## config.mk

```make
export PLATFORM = sky130hd
export DESIGN_NAME = gray_seq_arbiter
export DESIGN_NICKNAME = d
export VERILOG_FILES = /design/src/rtl/gray_seq_arbiter.sv
export SDC_FILE = /design/constraint.sdc
export NUM_CORES = 1
export LEC_CHECK = 0
export ABC_AREA = 1
export BUFFER_PORTS_ARGS = -buffer_cell sky130_fd_sc_hd__buf_2
export CELL_PAD_IN_SITES_DETAIL_PLACEMENT = 1
export CELL_PAD_IN_SITES_GLOBAL_PLACEMENT = 1
export CORE_UTILIZATION = 45
export CTS_BUF_LIST = sky130_fd_sc_hd__clkbuf_8
export DETAILED_ROUTE_END_ITERATION = 10
export PLACE_DENSITY_LB_ADDON = 0.3
export SLEW_MARGIN = 40
export SYNTH_ARGS = -nofsm -noshare
export SYNTH_HDL_FRONTEND = slang
export SYNTH_SLANG_ARGS = --single-unit
```

## constraint.sdc

```tcl
create_clock -name clk -period 3 [get_ports clk]
set_input_delay 0.6 -clock clk [delete_from_list [all_inputs] [get_ports clk]]
set_output_delay 0.6 -clock clk [all_outputs]
set_load 0.01 [all_outputs]
```

## src/rtl/gray_seq_arbiter.sv

```systemverilog
`default_nettype none
// ============================================================================
// Module      : gray_seq_arbiter
// Description : Two-requester round-robin arbiter that plays a Gray-code
//               sequence of the winner's requested length, then pulses done.
// Revision    : 1.0 - initial release
// ============================================================================
module gray_seq_arbiter #(
    parameter int WIDTH = 4
) (
    input  logic             clk,
    input  logic             rst,
    input  logic [1:0]       req,
    input  logic [WIDTH-1:0] len0,
    input  logic [WIDTH-1:0] len1,
    output logic [1:0]       gnt,
    output logic [WIDTH-1:0] gray_out,
    output logic             gray_vld,
    output logic [1:0]       done,
    output logic             busy
);

    typedef enum logic [1:0] {
        S_IDLE = 2'd0,
        S_RUN  = 2'd1,
        S_DONE = 2'd2
    } state_t;

    // Count is one bit wider than the code so a length of 2^WIDTH fits.
    localparam logic [WIDTH:0] c_full = {1'b1, {WIDTH{1'b0}}};
    localparam logic [WIDTH:0] c_one  = {{WIDTH{1'b0}}, 1'b1};

    state_t           r_state, w_state;
    logic [WIDTH:0]   r_cnt, w_cnt;
    logic [WIDTH:0]   r_n, w_n;
    logic             r_win, w_win;
    logic             r_last, w_last;
    logic [1:0]       r_gnt, w_gnt;
    logic [WIDTH-1:0] r_gray, w_gray;
    logic             r_vld, w_vld;
    logic [1:0]       r_done, w_done;
    logic             r_busy, w_busy;

    logic             w_pick;
    logic [WIDTH-1:0] w_len;
    logic [WIDTH:0]   w_cnt_inc;

    always_comb begin
        case (req)
            2'b01:   w_pick = 1'b0;
            2'b10:   w_pick = 1'b1;
            default: w_pick = ~r_last;
        endcase
    end

    assign w_len     = w_pick ? len1 : len0;
    assign w_cnt_inc = r_cnt + c_one;

    always_comb begin
        w_state = r_state;
        w_cnt   = r_cnt;
        w_n     = r_n;
        w_win   = r_win;
        w_last  = r_last;
        w_gnt   = r_gnt;
        w_gray  = r_gray;
        w_vld   = r_vld;
        w_done  = 2'b00;
        w_busy  = r_busy;
        case (r_state)
            S_IDLE: begin
                if (req != 2'b00) begin
                    w_state = S_RUN;
                    w_win   = w_pick;
                    w_last  = w_pick;
                    w_n     = (w_len == '0) ? c_full : {1'b0, w_len};
                    w_cnt   = '0;
                    w_gnt   = w_pick ? 2'b10 : 2'b01;
                    w_gray  = '0;
                    w_vld   = 1'b1;
                    w_busy  = 1'b1;
                end
            end
            S_RUN: begin
                if (!req[r_win]) begin
                    // Winner withdrew: abandon quietly, pointer keeps it as last served.
                    w_state = S_IDLE;
                    w_gnt   = 2'b00;
                    w_vld   = 1'b0;
                    w_busy  = 1'b0;
                end else if (r_cnt == r_n - c_one) begin
                    w_state = S_DONE;
                    w_gnt   = 2'b00;
                    w_vld   = 1'b0;
                    w_done  = r_win ? 2'b10 : 2'b01;
                end else begin
                    w_cnt  = w_cnt_inc;
                    w_gray = w_cnt_inc[WIDTH-1:0] ^ (w_cnt_inc[WIDTH-1:0] >> 1);
                end
            end
            S_DONE: begin
                w_state = S_IDLE;
                w_busy  = 1'b0;
            end
            default: begin
                w_state = S_IDLE;
                w_gnt   = 2'b00;
                w_vld   = 1'b0;
                w_busy  = 1'b0;
            end
        endcase
    end

    always_ff @(posedge clk or negedge rst) begin
        if (!rst) begin
            r_state <= S_IDLE;
            r_cnt   <= '0;
            r_n     <= '0;
            r_win   <= 1'b0;
            r_last  <= 1'b1;
            r_gnt   <= 2'b00;
            r_gray  <= '0;
            r_vld   <= 1'b0;
            r_done  <= 2'b00;
            r_busy  <= 1'b0;
        end else begin
            r_state <= w_state;
            r_cnt   <= w_cnt;
            r_n     <= w_n;
            r_win   <= w_win;
            r_last  <= w_last;
            r_gnt   <= w_gnt;
            r_gray  <= w_gray;
            r_vld   <= w_vld;
            r_done  <= w_done;
            r_busy  <= w_busy;
        end
    end

    assign gnt      = r_gnt;
    assign gray_out = r_gray;
    assign gray_vld = r_vld;
    assign done     = r_done;
    assign busy     = r_busy;

endmodule
`default_nettype wire
```

After elaboration in Yosys (flattened, before gate mapping)

Index checks and enable logic that the tools add are counted.

Bits of input ports: 12
Latch bits: 0
Bits in writable memories: 0
Output and inout port bits: 10
Memories: 0
Logic and storage cells: 67
Bits in registers: 24
Memory bits (read-only): 0

Bitwise gates (word level): 3
Reductions and logical operators: 9
$mul: 0
$lt $le $gt $ge: 1
Shift-type cells: 0
Div/mod/pow operators: 0
Multiplexer cells: 32
Eq/ne operators: 10
Add/subtract/negate cells: 2

Operators with widths:

| operator            | number |
|---|---|
| $mux 2              | 11 |
| $mux 5              | 4 |
| $mux 4              | 4 |
| $pmux 5 s2          | 1 |
| $ne 2x2->1 const B  | 4 |
| $pmux 4 s2          | 1 |
| $mux 1              | 6 |
| $pmux 2 s3          | 1 |
| $reduce_and 2->1    | 3 |
| $add 5x1->5 const B | 1 |
| $eq 5x5->1          | 1 |
| $sub 5x1->5 const B | 1 |
| $eq 2x1->1 const B  | 2 |
| $eq 2x2->1 const B  | 2 |
| $logic_not 4->1     | 1 |
| $pmux 1 s2          | 2 |
| $pmux 2 s2          | 1 |
| $reduce_and 4->1    | 1 |
| $reduce_bool 2->1   | 2 |
| $xor 4x3->4         | 1 |
| $ne 3x3->1 const B  | 1 |
| $pmux 1 s3          | 1 |
| $reduce_and 3->1    | 1 |
| $logic_not 2->1     | 1 |
| other kinds (2)     | 3 |

Logic depth before layout (Yosys ltp)

Gate-level depths: netlist (run 1).

Depth in word-level cells: 5
Gate-level depth with buffers: 13
Mapped depth without buffers: 13

Least setup slack after synthesis (run 1)

OpenSTA, ideal clock, no wires.

Kind: input port to flip-flop
Start: input port req[0]
End: register r_n[4]
Data required time: 2917 ps
Setup time: 83 ps
Slack: 1278 ps
Stages: 9
Arrival time: 1639 ps
Path buffers: 0
Cell sequence: inv_1 -> ha_1 -> o21ai_2 -> inv_1 -> nand2_1 -> nand2_1 -> nor3_1 -> nand2_1 -> o21ai_0

Longest elaborated chain between the ends: 5
Elaborated cells on any way between the ends: 8
Those cells by class: eq/ne: 2; mux: 3; reduce/logical: 3

RTL lines:

| what                                     | line | text |
|---|---|---|
| start, declared                          | 13   | `input logic [1:0] req,` |
| $eq 2x2->1 or $eq 2x1->1 (tied branches) | 49   | `case (req)` |
| $pmux 1 s2                               | 49   |  |
| $mux 4                                   | 56   | `assign w_len = w_pick ? len1 : len0;` |
| $logic_not 4->1                          | 76   | `w_n = (w_len == '0) ? c_full : {1'b0, w_len};` |
| $mux 5                                   | 76   |  |
| end signal, assigned                     | 129  | `r_n <= w_n;` |
| end, declared                            | 35   | `logic [WIDTH:0] r_n, w_n;` |

Parallel ways exist; a longest one is shown, timed or not.
A chain may end at the register's enable or synchronous reset.

Final worst setup path (run 1)

Start: input port req[1]
End: register r_gray[2], in the netlist gray_out[2]

Longest elaborated chain between the ends: 4
Elaborated cells on any way between the ends: 6
Those cells by class: eq/ne: 2; mux: 2; reduce/logical: 2

RTL lines:

| what                                       | line | text |
|---|---|---|
| $mux 1 (implied by the code) (2 in series) | 85   | `if (!req[r_win]) begin` |
| $ne 2x2->1 (no line)                       | n/a  |  |
| $reduce_and 4->1 (no line) (*)             | n/a  |  |
| end signal, assigned                       | 133  | `r_gray <= w_gray;` |
| end, declared                              | 39   | `logic [WIDTH-1:0] r_gray, w_gray;` |

Mark *: on every way between the ends. The rest lies on a longest branch, timed or not. The select of a mux whose other input is x is not followed.

==> results.sh, run 1 <==
export IMPL_fin_cells=230
export IMPL_rsz0062_at_grt="no"
export IMPL_fin_skew_ps=2.02
export IMPL_wl_um=3070
export IMPL_relSlewSlack_pct=65.2
export IMPL_initial_utilization_pct=47.2
export IMPL_fin_util_pct=53.1
export IMPL_min_period_ps=1810
export IMPL_final_max_slew_viol_count=0
export IMPL_r2r_start="r_state[0]"
export IMPL_setup_violations=0
export IMPL_core_area_sq_um=2760
export IMPL_fillers=371
export IMPL_arrival_ps=2010
export IMPL_required_ps=3210
export IMPL_rr_worst_depth=8
export IMPL_drc=0
export IMPL_port_buffers=21
export IMPL_io_pins=22
export IMPL_async_flop_share_pct=100
export IMPL_syn_area_per_cell_sq_um=7.36
export IMPL_path_class="primary input to flop"
export IMPL_hpwl_um=2440
export IMPL_reg2reg_slack_ps=1200
export IMPL_syn_inst=177
export IMPL_syn_area_sq_um=1300
export IMPL_path_cells="buf_2 -> inv_1 -> ha_1 -> nor2_2 -> inv_1 -> nand2_1 -> nand2_4 -> inv_1 -> nand2_1 -> nand2_1"
export IMPL_cts_tree="yes"
export IMPL_grt_pass1_wl_um=5310
export IMPL_fmax_mhz=554
export IMPL_dp_cells=226
export IMPL_die_y_um=55.8
export IMPL_diodes=0
export IMPL_crit_slowest_cell="nor2_2"
export IMPL_cp_end_kind="flop"
export IMPL_wire_per_inst_um=13.3
export IMPL_drive_above_1_share_pct=18.1
export IMPL_clk_latency_ps=260
export IMPL_finalHoldViolCount=0
export IMPL_numCtsBuffers=3
export IMPL_hold_ws_ps=300
export IMPL_timing_final_crit_share_pct=60.2
export IMPL_antenna_found_initial=0
export IMPL_cp_endpoint="gray_out[2]"
export IMPL_path_clk_slew_ps=80
export IMPL_final_common_cell="nand2_1"
export IMPL_worstSetupPathDepth=10
export IMPL_first_pass_iters=4
export IMPL_cts_setup_buffers=0
export IMPL_vias=1153
export IMPL_seq_area_sq_um=577
export IMPL_root_buffer="clkbuf_8"
export IMPL_grt_max_degree=24
export IMPL_layout_common_cells="nand2_1 (77), inv_1 (23), dfrtp_1 (22)"
export IMPL_holdCritPathClass="primary input to async pin"
export IMPL_synth_ff_type="dfrtp_1"
export IMPL_area_delta_synth_final_pct=12.5
export IMPL_r2r_end="gray_out[2]"
export IMPL_vdd_drop_max_mv=0.545
export IMPL_h_tree_depth=1
export IMPL_dieArea_sq_um=3110
export IMPL_critPathMaxFanout=15
export IMPL_antenna_left=0
export IMPL_critPathLaunchType="primary input"
export IMPL_total_power_mw=1.44
export IMPL_yosys_register_bits=23
export IMPL_synth_seq_area_share_pct=44.3
export IMPL_drv_cap=0
export IMPL_multi_input_area_sq_um=608
export IMPL_cts_buffer_depth=2
export IMPL_fp_dieW_um=55.8
export IMPL_overflow=0
export IMPL_grtUsageTotal_pct=22.0
export IMPL_yosys_warnings=0
export IMPL_path_delay_family="simple AND/OR/NAND/NOR gates"
export IMPL_timing_setup_tns_ps=0
export IMPL_p_leak_nw=0.832
export IMPL_ctsHoldBuffers=0
export IMPL_nNetsFinal=216
export IMPL_num_rows=19
export IMPL_cts_resized=0
export IMPL_viasPerCell=5.01
export IMPL_syn_num_nets=193
export IMPL_max_stage_delay_ps=350
export IMPL_outcome="finished clean"
export IMPL_drt_iter0_markers=28
export IMPL_cts_sinks=23
export IMPL_gp_congestion=0.785
export IMPL_p_per_area_nw_per_um2=986
export IMPL_synth_edf_count=0
export IMPL_cp_num_buf_inv=4
export IMPL_tightest_slew_ps=522
export IMPL_worstSetupStartpoint="req[1]"
export IMPL_synthDistinctLibCells=25
export IMPL_grt_pass1_vias=1279
-- state kept, by name, summed over array words and instances (netlist names), 2 cells and up --
register	flops
r_state	2
gray_out	3
r_n	5
r_cnt	5
done	2
gnt	2
-- cell usage after synthesis, types with 2 or more instances --
cell	instances	share of area, %
xor2_1	3	2.0
nand3_1	5	1.9
o21ai_2	3	2.0
nand2_1	77	22
a21oi_1	2	0.77
nor2_1	12	3.5
inv_1	23	6.6
nor2_2	3	1.4
o21ai_0	6	2.3
ha_1	4	3.8
o21ai_1	4	1.5
dfrtp_1	22	42
-- layer usage --
| layer | global-route usage (%) | part of all wire, % |
|---|---|---|
| met3 | 2.09 | 1.4 |
| met1 | 24.4 | 41 |
| met4 | 7.50 | 0.46 |
| met5 | 0 | 0 |
| met2 | 43.0 | 57 |
-- power by group --
part | total (mW) | internal [mW] | switching (mW)
Clock | 0.195 | 0.0927 | 0.102
Combinational | 0.734 | 0.245 | 0.490
Sequential | 0.515 | 0.429 | 0.0858
-- cell families (layout without fill, tap and decap cells) --
group / after synthesis / after routing / share of synthesized area, %
DFF: 23 / 23 / 44.3
buffers and inverters: 27 / 49 / 9.03
and+or+nand+nor: 103 / 103 / 32.9
xor gates and xnor gates: 3 / 3 / 2.02
adders and majority gates: 4 / 4 / 3.84
AOI/OAI and AO/OA: 17 / 17 / 7.88
-- stage by stage --
step                instance area, sq um  worst slack [ps]
floorplan                           1300              1280
global placement                    1420              1010
detailed placement                  1420               912
CTS                                 1470              1180
global route                        1470              1030
finish                              1470              1190
-- how the worst min path moves through the flow --
stage / end / slack, ps / cells past startpoint
2_1_floorplan: busy / 300 / 0
3_3_place_gp: gnt[1] / 450 / 2
3_5_place_dp: gnt[1] / 460 / 2
4_1_cts: r_n[0] / 320 / 1
5_1_grt: r_n[1] / 360 / 1
6_report: r_n[2] / 300 / 1
-- area by class of cell --
type	count	share of cell area [%]
Inverter	24	6.15
Sequential cell	23	39.4
Timing Repair Buffer	21	7.17
Clock buffer	3	2.82
Multi-Input combinational cell	127	41.5
Tap cell	31	2.65
Clock inverter	1	0.342
No activity file was read; power rests on OpenSTA's default activity.
==> inputs of run 2 (changes only) <==
Settings changed: ABC_AREA 1 to 0, CORE_UTILIZATION 45 to 40.
Clock period 3 ns to 1.55 ns, I/O delays scaled along.
==> results.sh, run 2 <==
export IMPL_outcome="finished with violations"
export IMPL_violations="setup timing"
export IMPL_fp_dieW_um=61.0
export IMPL_reg2reg_slack_ps=-170
export IMPL_timing_setup_tns_ps=-1830
export IMPL_vdd_drop_max_mv=0.895
export IMPL_core_area_sq_um=3340
export IMPL_h_tree_depth=1
export IMPL_port_buffers=21
export IMPL_r2r_end="done[0]"
export IMPL_seq_area_sq_um=577
export IMPL_fin_area_sq_um=1760
export IMPL_critPathMaxFanout=7
export IMPL_multi_input_area_sq_um=796
export IMPL_hpwl_um=2670
export IMPL_dieArea_sq_um=3720
export IMPL_relSlewSlack_pct=64.1
export IMPL_layout_common_cells="nand2_1 (22), dfrtp_1 (22), buf_2 (21)"
export IMPL_async_flop_share_pct=100
export IMPL_final_max_slew_viol_count=0
export IMPL_cts_buffer_depth=2
export IMPL_worstSetupStartpoint="r_n[1]"
export IMPL_yosys_register_bits=23
export IMPL_synthTopCellsByCount="nand2_1 (23), dfrtp_1 (22), nor2_1 (16)"
export IMPL_gp_congestion=0.792
export IMPL_min_period_ps=1720
export IMPL_synth_ff_type="dfrtp_1"
export IMPL_tightest_slew_ps=539
export IMPL_fillers=406
export IMPL_p_per_area_nw_per_um2=1780
export IMPL_hold_ws_ps=16.4
export IMPL_overflow=0
export IMPL_grt_max_degree=24
export IMPL_ctsHoldBuffers=0
export IMPL_antenna_found_initial=0
export IMPL_synth_top_cell_area_share_pct=39.5
export IMPL_yosys_warnings=0
export IMPL_syn_inst=156
export IMPL_synth_edf_count=0
export IMPL_fin_util_pct=52.7
export IMPL_vias=1246
export IMPL_fin_cells=233
export IMPL_path_class="flop to flop"
export IMPL_p_leak_nw=0.826
export IMPL_cp_endpoint="done[0]"
export IMPL_grt_pass1_vias=1234
export IMPL_fmax_mhz=581
export IMPL_yosysMostFrequentCell="nand2_1"
export IMPL_viasPerCell=5.35
export IMPL_antenna_left=0
export IMPL_place_area_sq_um=1640
export IMPL_required_ps=1750
export IMPL_drv_cap=0
export IMPL_drc=0
export IMPL_syn_area_sq_um=1390
export IMPL_setup_violations=15
export IMPL_dpl_worst_slack_ps=-284
export IMPL_holdCritPathClass="primary input to async pin"
export IMPL_grt_pass1_wl_um=5710
export IMPL_die_y_um=61.0
export IMPL_cts_sinks=23
export IMPL_r2r_start="r_n[1]"
export IMPL_wl_um=3520
export IMPL_syn_num_nets=172
export IMPL_arrival_ps=1930
export IMPL_wire_per_inst_um=15.1
export IMPL_yosysTopAreaCell="dfrtp_1"
export IMPL_timing_final_crit_share_pct=111
export IMPL_syn_area_per_cell_sq_um=8.93
export IMPL_dp_cells=229
export IMPL_fin_skew_ps=1.86
export IMPL_fin_ws_ps=-172
export IMPL_nNetsFinal=204
export IMPL_numCtsBuffers=3
export IMPL_total_power_mw=3.13
export IMPL_rr_worst_depth=8
export IMPL_drive_above_1_share_pct=33.2
export IMPL_finalHoldViolCount=0
export IMPL_num_rows=21
export IMPL_critPathLaunchType="flop"
export IMPL_path_clk_slew_ps=80
export IMPL_synthDistinctLibCells=39
export IMPL_diodes=0
export IMPL_rsz0062_at_grt="yes"
export IMPL_cp_end_kind="flop"
export IMPL_grtUsageTotal_pct=21.3
export IMPL_cts_tree="yes"
export IMPL_initial_utilization_pct=41.7
export IMPL_drt_iter0_markers=32
export IMPL_io_pins=22
export IMPL_root_buffer="clkbuf_8"
export IMPL_area_delta_synth_final_pct=26.3
export IMPL_clk_latency_ps=270
export IMPL_synth_area_top_cells="dfrtp_1 (40%), nand2_1 (6.2%), xnor2_1 (5.0%), nor2_1 (4.3%), ha_1 (3.6%)"
export IMPL_synth_seq_area_share_pct=41.4
export IMPL_first_pass_iters=4
[run 2: changes by cell type after synthesis, moves of 4 or more]
| cell | change |
|---|---|
| nand2_1 | -54 |
| inv_1 | -15 |
| xnor2_1 | +8 |
| a21oi_1 | +7 |
| clkbuf_1 | +5 |
| mux2i_1 | +5 |
| nand4_1 | +5 |
| o211ai_1 | +5 |
| nor2_1 | +4 |
| o21ai_1 | -4 |
[run 2: worst max-delay path, cell delays in order, from the launching register on]
cell and delay (ps):
dfrtp_1 400, inv_2 80, ha_4 170, nand2_2 70
o31ai_4 260, o2111ai_4 220, buf_6 200, nand2b_4 160
nor2_1 110
[run 2: cell type report]
| cell class | instances | area share (%) |
|---|---|---|
| Tap cell | 46 | 3.27 |
| Clock buffer | 3 | 2.35 |
| Multi-Input combinational cell | 114 | 45.2 |
| Sequential cell | 23 | 32.8 |
| Inverter | 8 | 1.71 |
| Timing Repair Buffer | 38 | 14.4 |
| Clock inverter | 1 | 0.284 |
[run 2: power breakdown]
group / internal [mW] / switching [mW]
logic: 0.788 / 0.926
registers: 0.818 / 0.223
clock network: 0.180 / 0.199
total: 1.79 / 1.35
[run 2: worst min path at each step]
stage,end,depth (start not counted)
after global placement,r_cnt[1],1
after CTS,r_cnt[3],1
after global routing,r_n[2],1
after floorplan,busy,0
final,r_cnt[3],1
after detailed placement,r_cnt[3],1
[run 2: cell families after synthesis]
family | after synthesis | share of synthesized area [%]
buffers and inverters | 19 | 6.83
AND/OR/NAND/NOR | 64 | 21.9
XOR/XNOR | 11 | 6.92
multiplexers | 6 | 4.40
AO/OA/AOI/OAI | 29 | 14.9
adder cells (fa/ha/maj) | 4 | 3.59
flip-flops | 23 | 41.4
[run 2: layer usage]
layer	vias to the layer above	track usage, %	routed length [um]
met5	-	0	0
met4	0	8.12	35
met3	4	2.35	54
met2	11	38.0	1920
met1	631	26.3	1510
li1	600	-	-
[run 2: timing repair]
action / in CTS / in global routing
resized for setup: 13 / 5
hold endpoints to repair: 0 / 0
cloned: 0 / 0
setup buffers: 0 / 0
endpoints found under the setup margin: 15 / 15
pin swaps: 6 / 0
